--- src/rtl/uart_rx_debug.sv ---
// ---------------------------------------------------------------------------
// uart_rx_debug
//   8N1 UART receiver for the debug port. The asynchronous rx pin passes
//   through a two-flop synchroniser. The receiver validates the start bit at
//   its middle, then samples the eight data bits and the stop bit at mid-bit.
//   Each good byte is offered on a valid/ready interface that has a single
//   holding register.
//
//   Optional build macro: UART_RX_MAJORITY_EN
//     When defined, each data bit and the stop bit is the 2-of-3 majority of
//     rx_s taken at clk_cnt = CLKS_PER_BIT-3, -2 and -1. Start validation
//     still uses a single sample. The port list and timing are the same in
//     both builds.
//
// Ports
//   clk        in   system clock, all logic on posedge
//   rst_n      in   asynchronous active-low reset
//   rx         in   serial line, asynchronous to clk, idle high
//   rx_data    out  received byte, stable while rx_valid=1
//   rx_valid   out  rx_data holds an unconsumed byte
//   rx_ready   in   consumer accepts; transfer on rx_valid & rx_ready
//   frame_err  out  one-cycle pulse: stop bit low, byte discarded
//   overrun    out  one-cycle pulse: new byte dropped, holding register full
// ---------------------------------------------------------------------------
module uart_rx_debug #(
    parameter int CLK_FREQ  = 100_000_000,
    parameter int BAUD_RATE = 115200
) (
    input  logic       clk,
    input  logic       rst_n,
    input  logic       rx,
    output logic [7:0] rx_data,
    output logic       rx_valid,
    input  logic       rx_ready,
    output logic       frame_err,
    output logic       overrun
);

    localparam int          CLKS_PER_BIT = CLK_FREQ / BAUD_RATE;
    localparam logic [15:0] BIT_LAST     = 16'(CLKS_PER_BIT - 1);
    localparam logic [15:0] HALF_LAST    = 16'(CLKS_PER_BIT / 2 - 1);

    typedef enum logic [2:0] {
        S_IDLE  = 3'd0,
        S_START = 3'd1,
        S_DATA  = 3'd2,
        S_STOP  = 3'd3,
        S_BREAK = 3'd4
    } state_t;

    state_t      state_reg, state_next;
    logic        rx_meta_reg, rx_s_reg;
    logic [15:0] clk_cnt_reg, clk_cnt_next;
    logic [2:0]  bit_idx_reg;
    logic [7:0]  shift_reg;
    logic [7:0]  rx_data_reg;
    logic        rx_valid_reg, frame_err_reg, overrun_reg;

    logic        half_done, bit_done, bit_sample;
    logic        shift_en, stop_good, stop_bad;

    assign half_done = (clk_cnt_reg == HALF_LAST);
    assign bit_done  = (clk_cnt_reg == BIT_LAST);

`ifdef UART_RX_MAJORITY_EN
    // The first two votes are taken just before the mid-bit sample. The third
    // vote is the live rx_s, so the decision lands on the same edge as the
    // single-sample build.
    localparam logic [15:0] VOTE_A = 16'(CLKS_PER_BIT - 3);
    localparam logic [15:0] VOTE_B = 16'(CLKS_PER_BIT - 2);
    logic vote_a_reg, vote_b_reg;

    always_ff @(posedge clk or negedge rst_n) begin
        if (!rst_n) begin
            vote_a_reg <= 1'b1;
            vote_b_reg <= 1'b1;
        end else begin
            if (clk_cnt_reg == VOTE_A) vote_a_reg <= rx_s_reg;
            if (clk_cnt_reg == VOTE_B) vote_b_reg <= rx_s_reg;
        end
    end

    assign bit_sample = (vote_a_reg & vote_b_reg) | (vote_a_reg & rx_s_reg) |
                        (vote_b_reg & rx_s_reg);
`else
    assign bit_sample = rx_s_reg;
`endif

    // State register
    always_ff @(posedge clk or negedge rst_n) begin
        if (!rst_n) state_reg <= S_IDLE;
        else        state_reg <= state_next;
    end

    // Next-state logic
    always_comb begin
        state_next = state_reg;
        case (state_reg)
            S_IDLE:  if (!rx_s_reg) state_next = S_START;
            S_START: if (half_done) state_next = rx_s_reg ? S_IDLE : S_DATA;
            S_DATA:  if (bit_done && bit_idx_reg == 3'd7) state_next = S_STOP;
            // The receiver returns to IDLE at mid stop bit. This leaves half a
            // bit of margin to catch a back-to-back start edge.
            S_STOP:  if (bit_done) state_next = bit_sample ? S_IDLE : S_BREAK;
            S_BREAK: if (rx_s_reg) state_next = S_IDLE;
            default: state_next = S_IDLE;
        endcase
    end

    // Output / control decode
    always_comb begin
        clk_cnt_next = 16'd0;
        shift_en     = 1'b0;
        stop_good    = 1'b0;
        stop_bad     = 1'b0;
        case (state_reg)
            S_START: clk_cnt_next = half_done ? 16'd0 : clk_cnt_reg + 16'd1;
            S_DATA: begin
                clk_cnt_next = bit_done ? 16'd0 : clk_cnt_reg + 16'd1;
                shift_en     = bit_done;
            end
            S_STOP: begin
                clk_cnt_next = bit_done ? 16'd0 : clk_cnt_reg + 16'd1;
                stop_good    = bit_done & bit_sample;
                stop_bad     = bit_done & ~bit_sample;
            end
            default: clk_cnt_next = 16'd0;
        endcase
    end

    // Datapath
    always_ff @(posedge clk or negedge rst_n) begin
        if (!rst_n) begin
            rx_meta_reg   <= 1'b1;
            rx_s_reg      <= 1'b1;
            clk_cnt_reg   <= 16'd0;
            bit_idx_reg   <= 3'd0;
            shift_reg     <= 8'd0;
            rx_data_reg   <= 8'd0;
            rx_valid_reg  <= 1'b0;
            frame_err_reg <= 1'b0;
            overrun_reg   <= 1'b0;
        end else begin
            rx_meta_reg <= rx;
            rx_s_reg    <= rx_meta_reg;
            clk_cnt_reg <= clk_cnt_next;

            if (state_reg == S_IDLE) bit_idx_reg <= 3'd0;
            else if (shift_en)       bit_idx_reg <= bit_idx_reg + 3'd1;

            // Data arrives LSB first, so each new bit enters at bit 7.
            if (shift_en) shift_reg <= {bit_sample, shift_reg[7:1]};

            // A byte can be loaded on the same edge that the consumer drains
            // the previous one.
            if (stop_good && (!rx_valid_reg || rx_ready)) begin
                rx_data_reg  <= shift_reg;
                rx_valid_reg <= 1'b1;
            end else if (rx_valid_reg && rx_ready) begin
                rx_valid_reg <= 1'b0;
            end

            frame_err_reg <= stop_bad;
            overrun_reg   <= stop_good & rx_valid_reg & ~rx_ready;
        end
    end

    assign rx_data   = rx_data_reg;
    assign rx_valid  = rx_valid_reg;
    assign frame_err = frame_err_reg;
    assign overrun   = overrun_reg;

endmodule

--- config.mk ---
export PLATFORM = sky130hd
export DESIGN_NAME = uart_rx_debug
export DESIGN_NICKNAME = d
export VERILOG_FILES = /design/src/rtl/uart_rx_debug.sv
export SDC_FILE = /design/constraint.sdc
export NUM_CORES = 1
export LEC_CHECK = 0
export BUFFER_PORTS_ARGS = -buffer_cell sky130_fd_sc_hd__buf_2
export CAP_MARGIN = 40
export CORE_MARGIN = 4
export CORE_UTILIZATION = 40
export CTS_BUF_LIST = sky130_fd_sc_hd__clkbuf_4
export DETAILED_ROUTE_END_ITERATION = 8
export GPL_ROUTABILITY_DRIVEN = 0
export PLACE_DENSITY_LB_ADDON = 0.08
export SLEW_MARGIN = 20
export SYNTH_ARGS = -nofsm -noshare
export SYNTH_HDL_FRONTEND = slang
export SYNTH_SLANG_ARGS = --single-unit
--- constraint.sdc ---
create_clock -name clk -period 2.4 [get_ports clk]
set_input_delay 0.24 -clock clk [delete_from_list [all_inputs] [get_ports clk]]
set_output_delay 0.24 -clock clk [all_outputs]
set_load 0.01 [all_outputs]
* Yosys cells after proc, flatten, opt, wreduce, memory -nomap -nowiden *
Index checks and enable logic that the tools add are counted.

storage, ports and cells
  input bits = 4
  output and inout bits = 11
  bits in registers = 43
  word-level logic and storage cells = 58

cells by class
  equality and inequality tests = 12
  bitwise operators = 6
  mux-type cells = 18
  add/sub/neg operators = 2
  reductions and logical operators = 10

operators by type and width
  kind                     count
  $mux W16                 2
  $pmux W16 S2             1
  $mux W3                  8
  $add A16 B1 Y16 const B  1
  $eq A16 B10 Y1 const B   1
  $eq A16 B9 Y1 const B    1
  $pmux W3 S5              1
  $ne A2 B2 Y1 const B     5
  $eq A3 B2 Y1 const B     2
  $eq A3 B3 Y1 const B     2
  $mux W1                  5
  $reduce_and A5 Y1        1
  $and A1 B1 Y1            4
  $reduce_bool A2 Y1       2
  $add A3 B1 Y3 const B    1
  $eq A3 B1 Y1 const B     1
  $logic_and A1 B1 Y1      3
  $logic_not A3 Y1         1
  $mux W2                  1
  $not A1 Y1               2
  $reduce_or A2 Y1         1
  $logic_not A1 Y1         1
  $logic_or A1 B1 Y1       1

* Depth between registers and ports, before layout *
  word-level depth = 5
  depth in mapped cells = 7
  gate-level depth less buffers = 6

* Least setup slack after synthesis *
OpenSTA, ideal clock, no wires.

  path kind = flip-flop to flip-flop
  start point = register clk_cnt_reg[0]
  end point = register rx_data_reg[0] (netlist: rx_data[0])
  buffers on the path = 2
  arrival = 1.749 ns
  stages on the path, launching flop included = 8
  setup slack = 0.526 ns
  period minus slack after synthesis = 1.874 ns
  setup time = 0.125 ns
  data required time = 2.275 ns
  path through = dfrtp_1 ha_1 and3_1 buf_2 nand2_1 or3_1 buf_6 mux2_4

between the ends
  cells in the longest elaborated chain, start to end = 4

ends and longest elaborated chain
  item                      line  RTL
  start: declaration        53    logic [15:0] clk_cnt_reg, clk_cnt_next;
  start signal: assignment  146   clk_cnt_reg <= clk_cnt_next;
  $eq A16 B10 Y1            63    assign bit_done = (clk_cnt_reg == BIT_LAST);
  $and A1 B1 Y1             124   stop_good = bit_done & bit_sample;
  $mux W1                   116   case (state_reg)
  $logic_and A1 B1 Y1       156   if (stop_good && (!rx_valid_reg || rx_ready)) begin
  end signal: assignment    157   rx_data_reg <= shift_reg;
  end: declaration          56    logic [7:0] rx_data_reg;

Every way passes these cells.
A chain may end at the register's enable or synchronous reset.

* Worst setup path after layout *
  start point = register clk_cnt_reg[0]
  end point = register rx_data_reg[6] (netlist: rx_data[6])

The elaborated chain is that of the path after synthesis.

==> metrics.csv <==
metric,value,unit
numClockSinks,43,
antennaDiodeCount,0,
yosysMostFrequentCell,dfrtp_1,
status,finished clean,
h-tree-depth,2,
total_leakage_power,1.16,nW
max-vdd-ir-drop,223,µV
power_density,519,mW/mm²
seqPwrFrac,0.608,
via_per_inst,5.15,
p_sw_frac,0.209,
post_cts_resized,0,
grt_pass1_vias,1397,
rows,26,
syn_inst,176,
worstPathRequired,2.65,ns
synthTopCellsByCount,"dfrtp_1, nor2_1, mux2_4, nand3_1, xnor2_1",
end_kind,flop,
whs,0.192,ns
cts_root_buf,clkbuf_4,
cts_made_buffers,5,
synth-seq-cells,43,
finalHoldViolations,0,
dp_cells,254,
critPathKind,flop to flop,
finalSetupTns,0,ns
largest_reg_flops,16,
multi_input_area,943,µm²
cp-start-kind,flop,
drt_wl_total,3650,µm
worstSkewPairLatency,0.36,ns
synth_area_leaders,"dfrtp_1, mux2_4, xnor2_1, nor2_1, nand3_1",
synth_area_leader_cell,dfrtp_1,
grt_pass1_wl,6580,µm
vias,1359,
fin_ws,0.271,ns
synth_edf_count,0,
grt_max_degree,27,
post-place-ws,0.275,ns
crit_fanout,8,
ant_nets,0,
grt_overflow,0,
stdcell_count,264,
period_needed,2.13,ns
ys_warn_count,0,
synth_cell_types,35,
syn_to_final_growth,10.6,%
die_area,0.00645,mm²
ys_seq_area_frac,0.515,
setup_viol,0,
synth_area,0.00209,mm²
hold_path_class,input pin to flop,
finalCoreUtilization,0.456,
regArea,0.00108,mm²
final.period_utilization,0.887,
grtUsageTotal,0.131,
io_buffers,14,
synth-async-reset-ratio,1.00,
drive_above_1_share,0.253,
finClkSkew,0.0104,ns
fp.dieW,80.3,µm
rsz0062_at_grt,no,
cap_viol_max_count,0,
p_comb_frac,0.019,
cp.arrival,2.38,ns
power,1.20,mW
power.internal,949,µW
placed_cell_area,0.00222,mm²
ioPinCount,15,
nFillCells,498,
wl_per_cell,13.8,µm
hpwl,2640,µm
slew_headroom,0.654,
initial_core_util,0.412,
clockPowerShare,0.373,
drc,0,
max_freq,470,MHz
final_cell_area,0.00231,mm²
cts_max_path_buffers,2,
worst_slew_pin_slew,0.520,ns
cts.clk_slew.worst_paths,0.12,ns
firstDrtPassIters,4,
drt_iter0_markers,39,
yosys.area.top_type_share,0.490,
cts_tree,built,
ys.flop_type,dfrtp_1,
switchingPower,251,µW
nets,201,
avgSynthCellArea,11.9,µm²
core_area,0.00507,mm²
die_h,80.3,µm
drv_slew,0,
synth_nets,184,
antenna_found_initial,0,
timing repair:
action,4_1_cts,5_1_grt
endpoints found under the hold margin,16,0
setup buffers,0,0
hold buffers,2,0
worst max-delay path: stages (launching register included):
cell	delay, ns
dfrtp_1	0.43
ha_1	0.22
and3_1	0.27
nand2_1	0.12
or3_1	0.61
mux2_4	0.37
layout by cell type (no fill, tap or decap), types with 2 or more instances in the layout:
cell type,count
nor3_1,4
nor4_4,2
buf_2,14
clkbuf_4,5
dfrtp_1,41
nand3_1,12
and3_1,4
dlygate4sd3_1,2
nor2_1,21
or3_1,3
mux2_4,16
a21oi_1,3
dfstp_2,2
inv_1,5
xnor2_1,10
o21ai_0,6
o211ai_1,3
nand2_1,5
ha_1,4
nor4_1,4
xor2_1,3
and4bb_2,2
nand4_1,7
cell type report:
type	instances	area share
clock buffers	5	0.0162
clock inverters	3	0.0168
inverters	5	0.00811
multi-input cells	121	0.408
flip-flops and latches	43	0.466
well taps	70	0.0378
repair buffers	17	0.0476
logic make-up after synthesis:
| logic type | Yosys count | share of synthesized area |
|---|---|---|
| AO/OA/AOI/OAI | 15 | 0.0520 |
| XOR/XNOR | 13 | 0.0544 |
| adder cells (fa/ha/maj) | 4 | 0.0239 |
| buffers and inverters | 12 | 0.0341 |
| flip-flops | 43 | 0.515 |
| multiplexers | 17 | 0.120 |
| AND/OR/NAND/NOR | 72 | 0.201 |
worst paths after layout:
check                          startpoint        endpoint  slack [ns]  cells past startpoint
setup / recovery           clk_cnt_reg[0]      rx_data[6]        0.27                      5
hold / removal                   rx_ready        rx_valid        0.19                      3
setup reg to reg           clk_cnt_reg[0]      rx_data[6]        0.27                      5
hold reg to reg               rx_meta_reg      bit_sample        0.37                      0
max in group asynchronous           rst_n  clk_cnt_reg[4]        1.58                      3
min in group asynchronous           rst_n      rx_data[4]        0.34                      2
per-layer routing:
layer | routed length (µm) | track usage | share of wire
met1 | 1730 | 0.158 | 0.47
met2 | 1720 | 0.226 | 0.47
met3 | 122 | 0.0269 | 0.033
met4 | 81 | 0.0557 | 0.022
met5 | 0 | 0 | 0
power groups by stage:
stage / logic, mW / registers [mW] / clock network (mW)
2_1_floorplan: 0.000536 / 0.743 / 0
3_3_place_gp: 0.0174 / 0.743 / 0
3_5_place_dp: 0.0216 / 0.744 / 0
4_1_cts: 0.0243 / 0.730 / 0.466
5_1_grt: 0.0266 / 0.731 / 0.490
6_report: 0.0226 / 0.730 / 0.448
Note: power is estimated with default switching activity, not from simulation.
